$ cat src/rtl/sa_ram_fifo_ctrl_128x257_if.sv
`default_nettype none
`timescale 1ns/1ps
// +--------------------------------------------------------------------------+
// | sa_ram_fifo_ctrl_128x257_if                                              |
// | Producer/consumer ready-valid channels of the RAM-backed FIFO controller.|
// | Rev 1.0                                                                  |
// +--------------------------------------------------------------------------+
interface sa_ram_fifo_ctrl_128x257_if #(
  parameter int DW = 257
);
  logic          wr_pvld;
  logic          wr_prdy;
  logic [DW-1:0] wr_pd;
  logic          rd_pvld;
  logic          rd_prdy;
  logic [DW-1:0] rd_pd;

  // master is the side that pushes into and pops from the FIFO
  modport master (
    output wr_pvld, wr_pd, rd_prdy,
    input  wr_prdy, rd_pvld, rd_pd
  );

  modport slave (
    input  wr_pvld, wr_pd, rd_prdy,
    output wr_prdy, rd_pvld, rd_pd
  );
endinterface
`default_nettype wire

$ cat src/rtl/sa_ram_fifo_ctrl_128x257.sv
`default_nettype none
`timescale 1ns/1ps
// +--------------------------------------------------------------------------+
// | sa_ram_fifo_ctrl_128x257                                                 |
// | Pointer/issue control turning an external 2-stage-read RAM into a FIFO.  |
// | Rev 1.0                                                                  |
// +--------------------------------------------------------------------------+
module sa_ram_fifo_ctrl_128x257 #(
  parameter int DW         = 257,
  parameter int AW         = 7,
  parameter int DEPTH      = 128,
  parameter int OBUF_DEPTH = 4
) (
  input  wire logic                 clk,
  input  wire logic                 reset_,
  sa_ram_fifo_ctrl_128x257_if.slave io,
  output logic [AW-1:0]             ram_wa,
  output logic                      ram_we,
  output logic [DW-1:0]             ram_di,
  output logic [AW-1:0]             ram_ra,
  output logic                      ram_re,
  output logic                      ram_ore,
  input  wire logic [DW-1:0]        ram_dout,
  output logic [AW+1:0]             fifo_count,
  output logic                      idle
);

  localparam int              OBW       = $clog2(OBUF_DEPTH);
  localparam int              CW        = AW + 2;
  localparam logic [AW:0]     RAM_FULL  = DEPTH[AW:0];
  localparam logic [OBW:0]    OBUF_FULL = OBUF_DEPTH[OBW:0];

  logic [AW-1:0]  wptr_q, wptr_d;
  logic [AW-1:0]  rptr_q, rptr_d;
  logic [AW:0]    ram_cnt_q, ram_cnt_d;
  logic           v1_q, v1_d;
  logic           v2_q, v2_d;
  logic [OBW-1:0] obuf_wp_q, obuf_wp_d;
  logic [OBW-1:0] obuf_rp_q, obuf_rp_d;
  logic [OBW:0]   obuf_cnt_q, obuf_cnt_d;
  logic [DW-1:0]  obuf_mem_q [OBUF_DEPTH];
  logic [DW-1:0]  obuf_mem_d [OBUF_DEPTH];

  logic [OBW+1:0] pend;
  logic           wr_rdy;
  logic           rd_vld;
  logic           push;
  logic           issue;
  logic           pop;

  always_comb begin
    wr_rdy = (ram_cnt_q != RAM_FULL);
    push   = io.wr_pvld & wr_rdy;

    // Reads already in the pipe reserve their skid slot, so a capture never overflows
    pend  = {1'b0, obuf_cnt_q}
          + {{(OBW + 1){1'b0}}, v1_q}
          + {{(OBW + 1){1'b0}}, v2_q};
    issue = (ram_cnt_q != '0) && (pend < {1'b0, OBUF_FULL});

    rd_vld = (obuf_cnt_q != '0);
    pop    = rd_vld & io.rd_prdy;

    wptr_d    = wptr_q + {{(AW - 1){1'b0}}, push};
    rptr_d    = rptr_q + {{(AW - 1){1'b0}}, issue};
    ram_cnt_d = ram_cnt_q + {{AW{1'b0}}, push} - {{AW{1'b0}}, issue};

    v1_d = issue;
    v2_d = v1_q;

    obuf_wp_d  = obuf_wp_q + {{(OBW - 1){1'b0}}, v2_q};
    obuf_rp_d  = obuf_rp_q + {{(OBW - 1){1'b0}}, pop};
    obuf_cnt_d = obuf_cnt_q + {{OBW{1'b0}}, v2_q} - {{OBW{1'b0}}, pop};

    obuf_mem_d = obuf_mem_q;
    if (v2_q) begin
      obuf_mem_d[obuf_wp_q] = ram_dout;
    end
  end

  always_ff @(posedge clk or negedge reset_) begin
    if (!reset_) begin
      wptr_q     <= '0;
      rptr_q     <= '0;
      ram_cnt_q  <= '0;
      v1_q       <= 1'b0;
      v2_q       <= 1'b0;
      obuf_wp_q  <= '0;
      obuf_rp_q  <= '0;
      obuf_cnt_q <= '0;
    end else begin
      wptr_q     <= wptr_d;
      rptr_q     <= rptr_d;
      ram_cnt_q  <= ram_cnt_d;
      v1_q       <= v1_d;
      v2_q       <= v2_d;
      obuf_wp_q  <= obuf_wp_d;
      obuf_rp_q  <= obuf_rp_d;
      obuf_cnt_q <= obuf_cnt_d;
    end
  end

  // Skid payload needs no reset: occupancy is tracked by obuf_cnt_q alone
  always_ff @(posedge clk) begin
    obuf_mem_q <= obuf_mem_d;
  end

  assign ram_we  = push;
  assign ram_wa  = wptr_q;
  assign ram_di  = io.wr_pd;
  assign ram_re  = issue;
  assign ram_ra  = rptr_q;
  assign ram_ore = v1_q;

  assign io.wr_prdy = wr_rdy;
  assign io.rd_pvld = rd_vld;
  assign io.rd_pd   = obuf_mem_q[obuf_rp_q];

  assign fifo_count = {1'b0, ram_cnt_q}
                    + {{(CW - 1){1'b0}}, v1_q}
                    + {{(CW - 1){1'b0}}, v2_q}
                    + {{(CW - OBW - 1){1'b0}}, obuf_cnt_q};
  assign idle = (fifo_count == '0) && !v1_q && !v2_q;

  a_obuf_bound: assert property (@(posedge clk) disable iff (!reset_)
                                 obuf_cnt_q <= OBUF_FULL);

endmodule
`default_nettype wire

$ cat src/flat_wrapper.sv
// flat-port wrapper written by rule: the top's interface ports become plain ports
module sa_ram_fifo_ctrl_128x257_flat 
#(
  parameter int DW         = 257,
  parameter int AW         = 7,
  parameter int DEPTH      = 128,
  parameter int OBUF_DEPTH = 4
)
  (clk, reset_, ram_wa, ram_we, ram_di, ram_ra, ram_re, ram_ore, ram_dout, fifo_count, idle, io_wr_pvld, io_wr_pd, io_rd_prdy, io_wr_prdy, io_rd_pvld, io_rd_pd);
  sa_ram_fifo_ctrl_128x257_if #(.DW(DW)) io_i ();
  input  wire logic clk;
  input  wire logic reset_;
  output logic [AW-1:0] ram_wa;
  output logic ram_we;
  output logic [DW-1:0] ram_di;
  output logic [AW-1:0] ram_ra;
  output logic ram_re;
  output logic ram_ore;
  input  wire logic [DW-1:0] ram_dout;
  output logic [AW+1:0] fifo_count;
  output logic idle;
  input wire logic [$bits(io_i.wr_pvld)-1:0] io_wr_pvld;
  input wire logic [$bits(io_i.wr_pd)-1:0] io_wr_pd;
  input wire logic [$bits(io_i.rd_prdy)-1:0] io_rd_prdy;
  output wire logic [$bits(io_i.wr_prdy)-1:0] io_wr_prdy;
  output wire logic [$bits(io_i.rd_pvld)-1:0] io_rd_pvld;
  output wire logic [$bits(io_i.rd_pd)-1:0] io_rd_pd;
  assign io_i.wr_pvld = io_wr_pvld;
  assign io_i.wr_pd = io_wr_pd;
  assign io_i.rd_prdy = io_rd_prdy;
  assign io_wr_prdy = io_i.wr_prdy;
  assign io_rd_pvld = io_i.rd_pvld;
  assign io_rd_pd = io_i.rd_pd;
  sa_ram_fifo_ctrl_128x257 #(.DW(DW), .AW(AW), .DEPTH(DEPTH), .OBUF_DEPTH(OBUF_DEPTH)) u_core (.clk(clk), .reset_(reset_), .io(io_i), .ram_wa(ram_wa), .ram_we(ram_we), .ram_di(ram_di), .ram_ra(ram_ra), .ram_re(ram_re), .ram_ore(ram_ore), .ram_dout(ram_dout), .fifo_count(fifo_count), .idle(idle));
endmodule
$ cat config.mk
export PLATFORM = sky130hd
export DESIGN_NAME = sa_ram_fifo_ctrl_128x257_flat
export DESIGN_NICKNAME = d
export VERILOG_FILES = /design/src/rtl/sa_ram_fifo_ctrl_128x257_if.sv /design/src/rtl/sa_ram_fifo_ctrl_128x257.sv /design/src/flat_wrapper.sv
export SDC_FILE = /design/constraint.sdc
export NUM_CORES = 1
export LEC_CHECK = 0
export BUFFER_PORTS_ARGS = -buffer_cell sky130_fd_sc_hd__buf_2
export CAP_MARGIN = 10
export CORE_AREA = 2 2 409 411
export DETAILED_ROUTE_END_ITERATION = 16
export DIE_AREA = 0 0 411 413
export GPL_TIMING_DRIVEN = 0
export HOLD_SLACK_MARGIN = 0.08
export SLEW_MARGIN = 40
export SYNTH_ARGS = -nofsm -noshare
export SYNTH_HDL_FRONTEND = slang
export SYNTH_SLANG_ARGS = --single-unit
$ cat constraint.sdc
create_clock -name clk -period 61 [get_ports clk]
set_input_delay 12.2 -clock clk [delete_from_list [all_inputs] [get_ports clk]]
set_output_delay 12.2 -clock clk [all_outputs]
set_load 0.02 [all_outputs]
==> results.cfg <==
[outcome]
status = finished clean

[die]
dieArea_mm2 = 0.170
die_x_um = 411
num_rows = 150
io_pins = 1061
die_y_um = 413
core_area_mm2 = 0.166
initial_utilization = 0.247

[power_and_ir_drop]
clock_power_share = 0.232
share_comb_of_total_power = 0.391
swShare = 0.357
p_per_area_mw_per_mm2 = 52.7
vdd_drop_max_uv = 32.5
pwr-share-seq = 0.377
power_mw = 2.77
internal_power_mw = 1.78
power_switching_mw = 0.990
leakage_nw = 19.2

[synthesis]
syn_avg_cell_area_um2 = 23.0
ys.flop_type = edfxtp_1
ys_top_cells_by_area = edfxtp_1 75%, mux4_2 14%, buf_4 4.7%
synth.net_count = 2333
synth_area_mm2 = 0.0410
synth_seq_area_share = 0.772
netlist_instances = 1781
yosysTopAreaCell = edfxtp_1
synthArstFlopShare = 0.0293
synth_edf_count = 1028
ys_warn_count = 0
yosysTopAreaCellShare = 0.753
ys_ff_latch = 1059
yosysUniqueCellTypes = 40

[grt]
antenna_found_initial = 63
grt_pass1_wl_mm = 153
grt_max_degree = 35
gr-total-overflow = 0
grt_usage = 0.127
grt_pass1_vias = 21238

[hold_path]
hp-class = reg2reg
hold_path_depth = 1
hp-start = u_core.ram_ra[6]
min_to = u_core.ram_ra[6]

[final_layout]
nets = 3386
multiInputGateArea_mm2 = 0.00691
regArea_mm2 = 0.0316
drive_gt1_frac = 0.571
fillers = 16010
utilization = 0.317
areaGrowthSynthToFinish_pct = 28.4

[critical_path]
cp_max_fo = 3
rrSetupSlack_ns = 56.57
worst_ep_arrival_time_ns = 12.66
worstSetupEndpointType = primary output
rr_worst_depth = 18
startpoint_type = primary input
cp_data_required_time_ns = 48.80
r2r_start = u_core.v2_q
criticalPathCategory = in2out
r2r-end = u_core.obuf_mem_q[643]

[job]
drv_cap = 0

[route]
routed_wl_mm = 111
drtAntennaViolNets = 0
first_iter_violations = 1285
firstDrtPassIters = 5
drc = 0
wl_per_cell_um = 21.6
vias = 20873
avgViaCountPerCell = 4.06

[timing]
finalSetupViolCount = 0
holdWs_ns = 0.474
final.min_clock_period_ns = 24.86
fin_skew_ns = 0.0346
period_share = 0.408
rsz0062_at_grt = no
setup_tns_ns = 0
max_slew_margin = 0.535
fmax_ghz = 0.0402
tightest_slew_ns = 0.697
hold_viol = 0
slew_viol_final = 0

[clocking]
max-clock-path-buffers = 3
cts_setup_buffers = 0
hold_buffers = 0
cts_buffers = 112
path_clk_slew_ns = 0.06
cts_root_buf = clkbuf_16
cts-resized-gates = 0
insertion_delay_ns = 0.74
cts_tree = built
h-tree-depth = 3
cts_sinks = 1059

[place]
io_buffers = 803
gp_congestion = 0.726
place_hpwl_mm = 84.1
-- cell usage after synthesis, types with 2 or more instances --
cell,count
edfxtp_1,1028
buf_4,257
mux4_2,257
dfrtp_1,31
ha_1,30
buf_2,27
buf_6,26
inv_1,22
xnor2_1,12
xor2_1,11
nand3_1,9
nor2_1,9
a21oi_1,8
and3_1,6
clkbuf_1,5
nand2_1,5
fa_1,4
nor3b_1,4
and2_1,3
nor3_1,3
mux2i_1,2
nand2b_1,2
nand3b_1,2
o21ai_0,2
-- state kept, by name (all words and copies together) (netlist names) --
| signal | count |
|---|---|
| u_core.obuf_mem_q | 1028 |
| u_core.obuf_rp_q | 2 |
| u_core.ram_cnt_q | 8 |
| u_core.obuf_cnt_q | 3 |
| u_core.obuf_wp_q | 2 |
| u_core.ram_wa | 7 |
| u_core.ram_ra | 7 |
| u_core.ram_ore | 1 |
| u_core.v2_q | 1 |
-- critical path: stages --
cell	delay (ns)
buf_2	0.07
and2_1	0.20
buf_2	0.20
-- area by class of cell --
cell class	instances	share of cell area
Antenna cell	8	0.000380
Buffer	315	0.0453
Clock buffer	141	0.0557
Clock inverter	63	0.00977
Inverter	22	0.00157
Multi-Input combinational cell	385	0.131
Sequential cell	1059	0.601
Tap cell	2204	0.0524
Timing Repair Buffer	939	0.102
-- layout by cell type, fill, tap and decap left out, types with 12 or more instances in the layout --
cell type and instances:
clkbuf_1 29, mux4_2 257, xnor2_1 12, buf_16 13
buf_4 322, buf_2 869, clkinv_1 26, clkbuf_16 113
dfrtp_1 31, edfxtp_1 1028, ha_1 30, buf_6 29
inv_1 22
-- power by group through the flow --
stage	Clock [mW]	Combinational [mW]	Sequential, mW
after floorplan	0	0.646	1.15
after global placement	0	1.05	1.26
after detailed placement	0	1.12	1.06
after CTS	0.664	1.12	1.05
after global routing	0.691	1.17	1.06
final	0.643	1.09	1.04
-- per-layer routing --
metal	up-vias	wire (um)	part of all wire	global-route usage
li1	9187	-	-	-
met1	10638	42000	0.38	0.148
met2	797	55900	0.50	0.216
met3	211	10600	0.096	0.0484
met4	40	2280	0.021	0.0363
met5	-	245	0.0022	0
-- cells by family (layout without fill, tap and decap cells) --
group / Yosys count / count (layout) / synth area share
compound gates: 20 / 20 / 0.00372
xor+xnor: 23 / 23 / 0.00491
fa+ha+maj: 34 / 34 / 0.0111
buf+inv: 337 / 1480 / 0.0600
flops: 1059 / 1059 / 0.772
mux: 259 / 259 / 0.142
other cells: 0 / 8 / 0
simple gates: 49 / 49 / 0.00668
-- stage by stage --
step	setup slack (ns)	std cells	cell area, um^2
6_report	36.14	5136	52600
5_1_grt	36.12	5134	52600
4_1_cts	36.13	5128	52600
3_5_place_dp	36.13	4924	49200
3_3_place_gp	22.83	4788	47800
2_1_floorplan	36.36	1781	41000
-- how the worst max path moves through the flow --
stage,start,to
5_1_grt,io_wr_pvld,ram_we
3_5_place_dp,io_wr_pvld,ram_we
6_report,io_wr_pvld,ram_we
2_1_floorplan,io_wr_pvld,ram_we
3_3_place_gp,u_core.v2_q,u_core.obuf_mem_q[641]
4_1_cts,io_wr_pvld,ram_we
Power figures use the tool's default switching activity.
